--- src/rtl/fetch_unit.sv ---
// Instruction fetch stage: requests the word at pc, holds it for decode, steers the PC.
// Optional FETCH_TIMEOUT_EN adds a bounded memory wait with a sticky error and HALT state.
module fetch_unit #(
    parameter int DATA_W         = 16,
    parameter int ADDR_W         = 16,
    parameter int TIMEOUT_CYCLES = 15
) (
    input  logic              clk_i,
    input  logic              rst_ni,
    input  logic [ADDR_W-1:0] pc_i,
    output logic              mem_req_o,
    output logic [ADDR_W-1:0] mem_addr_o,
    input  logic [DATA_W-1:0] mem_rdata_i,
    input  logic              mem_ready_i,
    output logic [DATA_W-1:0] instr_o,
    output logic [ADDR_W-1:0] instr_pc_o,
    output logic              instr_valid_o,
    input  logic              instr_ready_i,
    input  logic              flush_i,
    output logic              pc_enable_o,
    output logic              pc_select_o,
    output logic              fetch_err_o
);

    typedef enum logic [2:0] {
        S_IDLE,
        S_FETCH,
        S_ADVANCE,
        S_HOLD,
`ifdef FETCH_TIMEOUT_EN
        S_REDIRECT,
        S_HALT
`else
        S_REDIRECT
`endif
    } state_e;

    state_e            state_q;
    logic              memReq_q;
    logic              pcEnable_q;
    logic              pcSelect_q;
    logic              instrValid_q;
    logic [DATA_W-1:0] instr_q;
    logic [ADDR_W-1:0] instrPc_q;
    logic              fetchErr_q;

`ifdef FETCH_TIMEOUT_EN
    localparam int CntW = $clog2(TIMEOUT_CYCLES + 1);
    logic [CntW-1:0] waitCnt_q;
`else
    localparam int unused_timeout = TIMEOUT_CYCLES;
`endif

    // Outputs are registered alongside the state, so each is set for the state being entered.
    always_ff @(posedge clk_i or negedge rst_ni) begin
        if (!rst_ni) begin
            state_q      <= S_IDLE;
            memReq_q     <= 1'b0;
            pcEnable_q   <= 1'b0;
            pcSelect_q   <= 1'b0;
            instrValid_q <= 1'b0;
            instr_q      <= '0;
            instrPc_q    <= '0;
            fetchErr_q   <= 1'b0;
`ifdef FETCH_TIMEOUT_EN
            waitCnt_q    <= '0;
`endif
        end else begin
            memReq_q   <= 1'b0;
            pcEnable_q <= 1'b0;
            pcSelect_q <= 1'b0;
            case (state_q)
                S_IDLE: begin
                    state_q  <= S_FETCH;
                    memReq_q <= 1'b1;
                end
                S_FETCH: begin
                    if (flush_i) begin
                        state_q      <= S_REDIRECT;
                        instrValid_q <= 1'b0;
                        pcEnable_q   <= 1'b1;
                        pcSelect_q   <= 1'b1;
`ifdef FETCH_TIMEOUT_EN
                        waitCnt_q    <= '0;
`endif
                    end else if (mem_ready_i) begin
                        state_q      <= S_ADVANCE;
                        instr_q      <= mem_rdata_i;
                        instrPc_q    <= pc_i;
                        instrValid_q <= 1'b1;
                        pcEnable_q   <= 1'b1;
`ifdef FETCH_TIMEOUT_EN
                        waitCnt_q    <= '0;
`endif
                    end else begin
`ifdef FETCH_TIMEOUT_EN
                        // This wait cycle is the one that brings the count up to the limit.
                        if (waitCnt_q == CntW'(TIMEOUT_CYCLES - 1)) begin
                            state_q      <= S_HALT;
                            fetchErr_q   <= 1'b1;
                            instrValid_q <= 1'b0;
                            waitCnt_q    <= '0;
                        end else begin
                            waitCnt_q <= waitCnt_q + CntW'(1);
                            memReq_q  <= 1'b1;
                        end
`else
                        memReq_q <= 1'b1;
`endif
                    end
                end
                S_ADVANCE, S_HOLD: begin
                    if (flush_i) begin
                        state_q      <= S_REDIRECT;
                        instrValid_q <= 1'b0;
                        pcEnable_q   <= 1'b1;
                        pcSelect_q   <= 1'b1;
                    end else if (instr_ready_i) begin
                        state_q      <= S_FETCH;
                        instrValid_q <= 1'b0;
                        memReq_q     <= 1'b1;
                    end else begin
                        state_q <= S_HOLD;
                    end
                end
                S_REDIRECT: begin
                    if (flush_i) begin
                        state_q    <= S_REDIRECT;
                        pcEnable_q <= 1'b1;
                        pcSelect_q <= 1'b1;
                    end else begin
                        state_q  <= S_FETCH;
                        memReq_q <= 1'b1;
                    end
                end
`ifdef FETCH_TIMEOUT_EN
                S_HALT: state_q <= S_HALT;
`endif
                default: state_q <= S_IDLE;
            endcase
        end
    end

    assign mem_req_o     = memReq_q;
    assign mem_addr_o    = memReq_q ? pc_i : '0;
    assign instr_o       = instr_q;
    assign instr_pc_o    = instrPc_q;
    assign instr_valid_o = instrValid_q;
    assign pc_enable_o   = pcEnable_q;
    assign pc_select_o   = pcSelect_q;
    assign fetch_err_o   = fetchErr_q;

endmodule

--- config.mk ---
export PLATFORM = sky130hd
export DESIGN_NAME = fetch_unit
export DESIGN_NICKNAME = d
export VERILOG_FILES = /design/src/rtl/fetch_unit.sv
export SDC_FILE = /design/constraint.sdc
export NUM_CORES = 1
export LEC_CHECK = 0
export CAP_MARGIN = 10
export CORE_MARGIN = 1
export CORE_UTILIZATION = 43
export DETAILED_ROUTE_END_ITERATION = 16
export PLACE_DENSITY_LB_ADDON = 0.05
export SYNTH_ARGS = -nofsm -noshare
export SYNTH_HDL_FRONTEND = slang
export SYNTH_SLANG_ARGS = --single-unit
--- constraint.sdc ---
create_clock -name clk_i -period 2.56 [get_ports clk_i]
set_input_delay 0.256 -clock clk_i [delete_from_list [all_inputs] [get_ports clk_i]]
set_output_delay 0.256 -clock clk_i [all_outputs]
set_load 0.1 [all_outputs]
==> out/metrics.yaml <==
num-fill-cells: 296
grt_pass1_vias: 1164
synthArstFlopShare: 1.00
grt_max_degree: 40
rsz0062_at_grt: "false"
start_util: 0.466
die_w_um: 66.1
vias: 1240
cts_num_sinks: 39
ctsLongestPathBuffers: 2
track_usage: 0.178
fp-row-count: 22
die_y_um: 66.1
synth_area_leaders: "dfrtp_1 55%, mux2_4 24%, and2_1 5.7%, buf_6 2.5%, mux2_2 2.5%"
hold_slack_ns: 0.0681
worstSetupPathType: "in -> reg"
gp_congestion: 0.716
required_ns: 2.73
path_max_fanout: 34
dieArea_mm2: 0.00438
post-dp-hpwl_um: 2660
period_share: 0.663
drc: 0
ios: 90
synth_seq_cells: 39
grt_antenna_before_repair: 0
grt_pass1_wl_um: 5730
fin_area_mm2: 0.00260
netlist_area_mm2: 0.00177
drive_above_1_share: 0.455
clock_latency_ns: 0.29
max-cap-violations: 0
yosys-top-cells-count: "39 x dfrtp_1, 28 x mux2_4, 16 x and2_1"
synth_nets: 159
areaGrowthSynthToFinish_pct: 46.9
post_cts_buffers: 0
fin_worst_skew_ns: 0.00425
cts_tree: "done"
wirelength_um: 3730
start_kind: "primary input"
setup_tns_ns: 0
seq_area_um2: 976
antenna_cells: 0
status: "finished clean"
synth.largest_area_cell: "dfrtp_1"
synthCells: 122
final_hold_viol_count: 0
cts_root_buf: "clkbuf_8"
multi_input_area_um2: 728
postCtsHoldBufs: 0
yosysUniqueCellTypes: 23
yosysTopAreaCellShare: 0.552
synth.most_common_cell: "dfrtp_1"
vias_per_cell: 4.79
layout.nets: 247
setup_viol: 0
grt.overflow.total: 0
cts_resized: 0
drt_iter0_drc: 48
dr.pass1.iters: 5
critPathArrivalTime_ns: 1.87
cts-buffers-inserted: 5
slew_violations: 0
max_freq_mhz: 589
postRouteAntennaNets: 0
tightest_slew_ns: 0.826
coreArea_mm2: 0.00380
numPortBuffers: 88
ctsHtreeMaxLevel: 2
fin_crit_ns: 1.70
ys.flop_type: "dfrtp_1"
path_clk_slew_ns: 0.07
synth_edf_count: 0
synth-seq-area-share: 0.552
hp-class: "in -> async"
slew_headroom: 0.450
avgSynthCellArea_um2: 14.5
placed_area_mm2: 0.00251
crit_path_end_kind: "flip-flop"
wire_per_inst_um: 14.4
yosysWarnings: 1
cells in the final DEF, fill, tap and decap left out, types with 2 or more instances in the layout:
cell type / n
a21oi_1: 2
and2_1: 16
buf_4: 52
clkbuf_8: 5
clkdlybuf4s50_1: 35
dfrtp_1: 39
mux2_2: 4
mux2_4: 28
nand2_1: 5
nand3_1: 2
nor2_1: 4
o21ai_0: 5
metal layers:
metal / vias to the layer above / wire length, µm / global-route usage
met1: 584 / 1710 / 0.260
met2: 69 / 1650 / 0.251
met3: 6 / 302 / 0.0448
li1: 581 / - / -
met4: 0 / 65 / 0.0718
met5: - / 0 / 0
area by class of cell:
type                    instances  area share
multi-input cells              75       0.280
repair buffers                 88       0.287
well taps                      48      0.0231
inverters                       1     0.00144
clock buffers                   6      0.0279
flip-flops and latches         39       0.376
clock inverters                 2     0.00481
logic make-up after synthesis:
family	count (synthesis)	synth area share
muxes	32	0.263
AOI/OAI and AO/OA	8	0.0248
DFF	39	0.552
other	1	0.00212
buffers and inverters	8	0.0368
and+or+nand+nor	33	0.117
xor gates and xnor gates	1	0.00495
path summary, 6_finish.rpt:
kind                                      startpoint                   endpoint  slack, ns  depth (start not counted)
min                                           rst_ni    instr_o[10]$_DFFE_PN0P_       0.07                          1
max reg2reg                   state_q[1]$_DFFE_PN0P_  instr_pc_o[6]$_DFFE_PN0P_       0.87                          3
min in group clk_i         instr_pc_o[0]$_DFFE_PN0P_  instr_pc_o[0]$_DFFE_PN0P_       0.52                          1
max                                          flush_i  instr_pc_o[6]$_DFFE_PN0P_       0.86                          4
min reg2reg                instr_pc_o[0]$_DFFE_PN0P_  instr_pc_o[0]$_DFFE_PN0P_       0.52                          1
max in group asynchronous                     rst_ni     state_q[1]$_DFFE_PN0P_       1.97                          1
state kept, by name, indices dropped and copies added, names as in the netlist:
| register | count |
|---|---|
| instr_pc_o | 16 |
| pc_enable_o | 1 |
| instr_o | 16 |
| instr_valid_o | 1 |
| state_q | 3 |
| pc_select_o | 1 |
| mem_req_o | 1 |
per-stage QoR:
stage                     worst slack [ns]   util  instances
after global routing                 0.798  0.684        259
after floorplan                      0.310      -        122
after global placement               0.635  0.662        251
after CTS                            0.874  0.684        259
after detailed placement             0.559  0.662        251
final                                0.862  0.684        259
critical path: stages:
cell and delay [ns]:
clkdlybuf4s50_1 0.64, nor2_4 0.07, nand2b_4 0.48, mux2_2 0.40
Power is left out: the tool's default activity adds up to more than one toggle a clock period on the data nets, which glitch-free logic cannot reach.
